## config.mk

```make
export PLATFORM = sky130hd
export DESIGN_NAME = write_back_regfile
export DESIGN_NICKNAME = d
export VERILOG_FILES = /design/src/rtl/write_back_regfile.sv
export SDC_FILE = /design/constraint.sdc
export NUM_CORES = 2
export LEC_CHECK = 0
export ABC_CLOCK_PERIOD_IN_PS = 7200
export CAP_MARGIN = 10
export CELL_PAD_IN_SITES_DETAIL_PLACEMENT = 0
export CELL_PAD_IN_SITES_GLOBAL_PLACEMENT = 2
export CORE_MARGIN = 8
export CORE_UTILIZATION = 45
export CTS_CLUSTER_SIZE = 16
export DETAILED_ROUTE_END_ITERATION = 8
export PLACE_DENSITY = 0.88
export SLEW_MARGIN = 30
export SYNTH_ARGS = -nofsm -noshare
export SYNTH_HDL_FRONTEND = slang
export SYNTH_SLANG_ARGS = --single-unit
export TNS_END_PERCENT = 50
```

## constraint.sdc

```tcl
create_clock -name i_CLK -period 7.2 [get_ports i_CLK]
set_input_delay 1.44 -clock i_CLK [delete_from_list [all_inputs] [get_ports i_CLK]]
set_output_delay 1.44 -clock i_CLK [all_outputs]
set_load 0.1 [all_outputs]
```

## src/rtl/write_back_regfile.sv

```systemverilog
// ----------------------------------------------------------------------------
// write_back_regfile
//
// Write-back stage of a five-stage RISC pipeline merged with the architectural
// register file. The write-back value is picked from the ALU result, the load
// data or the link address (jal). It is written into the register file on the
// rising clock edge and is also exported for forwarding.
//
// Optional feature (compile-time macro):
//   REGFILE_BYPASS_EN - when defined, a read port addressing the register that
//                       is being written in the same cycle returns the value
//                       being written (write-through). When undefined, reads
//                       always return the stored contents.
//
// Parameters:
//   DATA_WIDTH    - width of register contents, write-back data and read data
//   ADDRESS_WIDTH - width of the link address i_PCPlus4W
//   RF_ADDR_WIDTH - register address width; depth = 2**RF_ADDR_WIDTH
//
// Ports:
//   i_CLK        - clock; register-file writes on the rising edge
//   i_RST        - asynchronous, active-low reset; clears every entry
//   i_ALUOutW    - ALU result from the MEM/WB register
//   i_ReadDataW  - load data from the MEM/WB register
//   i_PCPlus4W   - link address for jal
//   i_WriteRegW  - destination register
//   i_RegWriteW  - write enable
//   i_MemtoRegW  - result select (00 ALU, 01 load, 10 link, 11 ALU)
//   i_A1, i_A2   - decode-stage read addresses
//   o_RD1, o_RD2 - asynchronous read data for i_A1 and i_A2
//   o_ResultW    - selected write-back value, also used for forwarding
// ----------------------------------------------------------------------------
module write_back_regfile #(
    parameter int DATA_WIDTH    = 32,
    parameter int ADDRESS_WIDTH = 32,
    parameter int RF_ADDR_WIDTH = 5
) (
    input  logic                     i_CLK,
    input  logic                     i_RST,
    input  logic [DATA_WIDTH-1:0]    i_ALUOutW,
    input  logic [DATA_WIDTH-1:0]    i_ReadDataW,
    input  logic [ADDRESS_WIDTH-1:0] i_PCPlus4W,
    input  logic [RF_ADDR_WIDTH-1:0] i_WriteRegW,
    input  logic                     i_RegWriteW,
    input  logic [1:0]               i_MemtoRegW,
    input  logic [RF_ADDR_WIDTH-1:0] i_A1,
    input  logic [RF_ADDR_WIDTH-1:0] i_A2,
    output logic [DATA_WIDTH-1:0]    o_RD1,
    output logic [DATA_WIDTH-1:0]    o_RD2,
    output logic [DATA_WIDTH-1:0]    o_ResultW
);

    localparam int DEPTH = 2 ** RF_ADDR_WIDTH;

    typedef enum logic [1:0] {
        SEL_ALU  = 2'b00,
        SEL_LOAD = 2'b01,
        SEL_LINK = 2'b10,
        SEL_ALU2 = 2'b11
    } result_sel_e;

    logic [DATA_WIDTH-1:0] r_regs [DEPTH];
    logic [DATA_WIDTH-1:0] w_link;
    logic [DATA_WIDTH-1:0] w_result;
    logic                  w_write;

    // Link address fitted to the data width: zero-extended when narrower,
    // truncated when wider.
    generate
        if (ADDRESS_WIDTH >= DATA_WIDTH) begin : g_link_trunc
            assign w_link = i_PCPlus4W[DATA_WIDTH-1:0];
        end else begin : g_link_zext
            assign w_link = {{(DATA_WIDTH-ADDRESS_WIDTH){1'b0}}, i_PCPlus4W};
        end
    endgenerate

    // NOTE: every output of a combinational block gets a default before the
    // case, so no path through the block can leave it unassigned (no latch).
    always_comb begin
        w_result = i_ALUOutW;
        unique case (result_sel_e'(i_MemtoRegW))
            SEL_ALU  : w_result = i_ALUOutW;
            SEL_LOAD : w_result = i_ReadDataW;
            SEL_LINK : w_result = w_link;
            SEL_ALU2 : w_result = i_ALUOutW;
            default  : w_result = i_ALUOutW;
        endcase
    end

    assign o_ResultW = w_result;

    // Register 0 is hard-wired to zero, so a write addressed to it is dropped.
    assign w_write = i_RegWriteW && (i_WriteRegW != '0);

    // NOTE: this storage is deliberately reset (it is architectural state that
    // must read zero after reset), which keeps it in flops rather than RAM.
    // Sequential state is updated with non-blocking assignments only.
    always_ff @(posedge i_CLK or negedge i_RST) begin
        if (!i_RST) begin
            for (int i = 0; i < DEPTH; i++) begin
                r_regs[i] <= '0;
            end
        end else if (w_write) begin
            r_regs[i_WriteRegW] <= w_result;
        end
    end

`ifdef REGFILE_BYPASS_EN
    logic w_hit1;
    logic w_hit2;

    // Write-through: a read of the register being written this cycle sees
    // the incoming value instead of the old contents.
    assign w_hit1 = w_write && (i_A1 == i_WriteRegW);
    assign w_hit2 = w_write && (i_A2 == i_WriteRegW);

    always_comb begin
        o_RD1 = r_regs[i_A1];
        o_RD2 = r_regs[i_A2];
        if (!i_RST) begin
            o_RD1 = '0;
            o_RD2 = '0;
        end else begin
            if (w_hit1) o_RD1 = w_result;
            if (w_hit2) o_RD2 = w_result;
        end
    end
`else
    // Plain asynchronous reads of stored contents; the explicit gate keeps
    // the outputs at zero for the whole time reset is held.
    always_comb begin
        o_RD1 = r_regs[i_A1];
        o_RD2 = r_regs[i_A2];
        if (!i_RST) begin
            o_RD1 = '0;
            o_RD2 = '0;
        end
    end
`endif

endmodule

```

# Word level (Yosys, flattened, before mapping)
# Cells that the tools add are included.
# totals
ff_bits	1024
out_inout_bits	96
wordCells	59
# classes
n_lt_le_gt_ge	4
eq_ne	3
muxes	12
n_bitwise	3
n_reduce_logical	5
# op_table
cell	n
$bwmux W1024	1
$bmux W32 S5	2
$mux W32	7
$demux W32 S5	1
$pmux W32 S3	1
$ge A6 B6 Y1 const B	3
$not A5 Y6	3
$lt A6 B1 Y1 const B	1
$reduce_bool A5 Y1	1
$eq A2 B2 Y1 const B	2
$eq A2 B1 Y1 const B	1
$logic_and A1 B1 Y1	2
$logic_not A2 Y1	1
$reduce_or A2 Y1	1

# Logic depth before layout (Yosys ltp)
# logic_depth
ltp_word	6
depth_mapped	8
depth_no_buf	6

# Worst setup path before layout
# OpenSTA, ideal clock, no wires.
# synth_timing
kind	input to output
start	input i_A1[1]
end	output o_RD1[10]
t_arrival_ns	4.260
path_slack_ns	1.500
cell_stages	8
cell_sequence	buf_4 > buf_6 > buf_6 > and2b_1 > buf_2 > a221oi_1 > o21ai_0 > a31oi_1
# synth_via
elab_chain_cells	5
# synth_lines
element	line	source
start: declaration	46	input logic [RF_ADDR_WIDTH-1:0] i_A1,
$not A5 Y6 (not written as such)	132	o_RD1 = r_regs[i_A1];
$bmux W32 S5	132	
$mux W32 (not written as such) (2 in series)	132	
$mux W32	134	if (!i_RST) begin
end: declaration	48	output logic [DATA_WIDTH-1:0] o_RD1,
# Every way passes these cells. The select of a mux whose other input is x is not followed.

# Final worst setup path
# layout_timing
start	input i_A1[0]
end	output o_RD1[5]
# Same word-level chain as after synthesis.

==> results.cfg <==
[run_status]
status = completed

[cells_and_area]
postLayoutCellArea_um2 = 60230
finalNetCount = 4838
area_growth_pct = 13.77
post-route-util = 0.5128
largest_reg_flops = 1024
drive_gt1_frac = 0.2284
largest_register = r_regs
reg_top3 = r_regs (1024)

[floorplan]
start_util = 0.4507
core_um2 = 117500
num_rows = 126
io_pins = 212
dieArea_um2 = 128900
die_width_um = 359.0
fp.dieH_um = 359.0

[setup_path]
crit_path_cell_trace = buf_6 -> buf_4 -> mux4_2 -> mux2_2 -> o221ai_1 -> a31oi_1 -> buf_4
rrSetupSlack_ns = 6.43
critical-path-max-stage-delay_ns = 0.71
critPathCapture = o_RD1[5]
critPathCaptureType = primary output
cpMostUsedCell = buf_4
crit_arrival_ns = 4.59
timing.rr.start = r_regs[7]$_DFFE_PN0P_
crit_required_ns = 5.76
cp.depth = 7
critPathMaxFanout = 45
path_buf_inv = 3
startpoint_type = input pin
cp_top_family = buffers and inverters
crit_slowest_cell = buf_4
path_class = input pin to primary output
worstSetupStartpoint = i_A1[0]
reg2reg_to = r_regs[7]$_DFFE_PN0P_
rr_worst_depth = 2

[logic_synthesis]
yosys.area.top_type = dfrtp_1
yosysMostFrequentCell = nand2_1
synth_area_leaders = dfrtp_1 (48%), mux4_2 (19%), o21ai_0 (9.5%)
synth_common_cells = nand2_1 (1,051), dfrtp_1 (1,024), o21ai_0 (1,007), mux4_2 (448), clkbuf_1 (400)
synth_edf_count = 0
synth_fp_nets = 4906
syn_area_um2 = 52940
ys_seq_elements = 1024
ys.warnings.count = 0
synthCells = 4788
synth_cell_type_count = 38
synth_flop_cell = dfrtp_1
ys_seq_area_frac = 0.4840
synth_area_per_cell_um2 = 11.06
asyncSetResetFlopFracSynth = 1.000
yosysTopAreaCellShare = 0.4840

[sta]
setup_violations = 0
fmax_mhz = 165.9
tns_ns = 0
skew_ns = 0
rsz0062_at_grt = false
period_share = 0.8371
worstMarginPinSlew_ns = 1.017
slew_headroom = 0.3223
slew_violations = 0
hold_viol = 0
min_period_ns = 6.027

[route]
wirelength_um = 189900
vias_per_cell = 6.303
drtIter0Drc = 4293
wire_per_inst_um = 29.93
drc = 0
via_count = 40000
antenna_left = 0
dr.pass1.iters = 5

[power_and_ir_drop]
power_mw = 17.07
p_comb_frac = 0.206
internal_power_mw = 11.91
switchingPower_mw = 5.154
ir_drop_uv = 192.5
swShare = 0.3020
power_frac_clock = 0.356
power_frac_seq = 0.437
p_per_area_nw_per_um2 = 283.4
power.static_leakage_nw = 25.95

[grt]
grt_max_degree = 80
gr-total-overflow = 0
antenna_found_initial = 8
grt_pass1_wl_um = 280400
grt_pass1_vias = 40130
grt_use_total = 0.2906

[clock_tree]
cts_setup_buffers = 0
cts_tree = yes
post_cts_resized = 0
numClockSinks = 1024
root_buffer = clkbuf_16
clk_pin_slew_ns = 0.05
h-tree-depth = 3
clock_latency_ns = 0.69
clock_path_buffers = 3
cts_hold_buf = 0
cts_inserted_buffers = 108

[placed_design]
dp_hpwl_um = 113100
gp_congestion = 0.8261
io_buffers = 211
place_area_um2 = 56320

[flow_run]
cap_violations = 0

[min_path]
hp-class = flip-flop to flip-flop
[per-layer routing]
layer,wire [um],share of wire,GRT usage,vias up
met2,86460,0.46,0.4489,1849
met3,17400,0.092,0.05903,334
li1,-,-,-,17280
met4,6949,0.037,0.1033,0
met5,0,0,0,-
met1,79070,0.42,0.4091,20530
[layout make-up]
| class | instances | area [um2] |
|---|---|---|
| timing repair buffer | 365 | 3478 |
| sequential | 1024 | 25620 |
| fill | 10270 | 57220 |
| clock buffer | 158 | 3236 |
| tap | 1536 | 1922 |
| clock inverter | 39 | 606.8 |
| antenna | 2 | 5.005 |
| inverter | 36 | 140.1 |
| multi-input combinational | 3185 | 25220 |
[worst min path at each step]
stage | startpoint | to | slack (ns) | depth (start not counted)
after floorplan | r_regs[1000]$_DFFE_PN0P_ | r_regs[1000]$_DFFE_PN0P_ | 0.44 | 1
after global placement | r_regs[1018]$_DFFE_PN0P_ | r_regs[1018]$_DFFE_PN0P_ | 0.38 | 0
after detailed placement | r_regs[1023]$_DFFE_PN0P_ | r_regs[1023]$_DFFE_PN0P_ | 0.38 | 0
after CTS | r_regs[1015]$_DFFE_PN0P_ | r_regs[1015]$_DFFE_PN0P_ | 0.40 | 0
after global routing | r_regs[1015]$_DFFE_PN0P_ | r_regs[1015]$_DFFE_PN0P_ | 0.41 | 0
final | r_regs[1022]$_DFFE_PN0P_ | r_regs[1022]$_DFFE_PN0P_ | 0.39 | 0
[power by group through the flow]
stage | combinational (mW) | sequential [mW] | clock, mW
floorplan | 2.55 | 7.29 | 0
global placement | 3.43 | 7.48 | 0
detailed placement | 3.51 | 7.53 | 0
CTS | 3.51 | 7.44 | 6.13
global route | 3.83 | 7.59 | 6.36
finish | 3.52 | 7.47 | 6.08
[logic make-up (layout without fill, tap and decap cells)]
| family | count (synthesis) | in the layout | synth area share |
|---|---|---|---|
| other cells | 0 | 2 | 0 |
| flops | 1024 | 1024 | 0.4840 |
| buf+inv | 579 | 598 | 0.04796 |
| fa+ha+maj | 2 | 2 | 0.0004726 |
| mux | 704 | 704 | 0.2420 |
| compound gates | 1356 | 1356 | 0.1436 |
| simple gates | 1123 | 1123 | 0.08194 |
[cell usage in the layout (no fill, tap or decap), types with 3 or more instances in the layout]
cell             Yosys  final
o21ai_0           1007   1007
or3b_4               0      6
nor2_1              38     36
a21oi_2              0     32
inv_1               36     34
clkbuf_1           400     20
clkinv_2             0     19
mux2_2             128    128
a22oi_1             96     96
o2111ai_1           20     20
nand2_4              0      5
bufinv_16            0     15
dfrtp_1           1024   1024
mux4_2             448    448
o21ai_1             29     29
nand2_2              0      3
clkdlybuf4s50_1      0    104
clkbuf_16            0    112
a31oi_1             64     64
nand2_1           1051   1034
clkbuf_8             0     26
buf_8                0      5
buf_6                7      6
nor2b_4              0      3
o221ai_1            62     62
nand2_8              0      9
a221oi_1            44     44
nand2b_4             0      4
buf_12               4     31
nand2b_2             0      3
buf_2               87      4
buf_4               36    213
mux2i_1            128    128
[per-stage QoR]
stage | hold WS (ns) | setup WS (ns) | instances
2_1_floorplan | 0.4413 | 1.500 | 4788
3_3_place_gp | 0.3767 | 1.211 | 6141
3_5_place_dp | 0.3823 | 1.146 | 6144
4_1_cts | 0.3960 | 1.142 | 6341
5_1_grt | 0.4076 | 1.039 | 6343
6_report | 0.3944 | 1.173 | 6345
(Power assumes the default switching activity.)
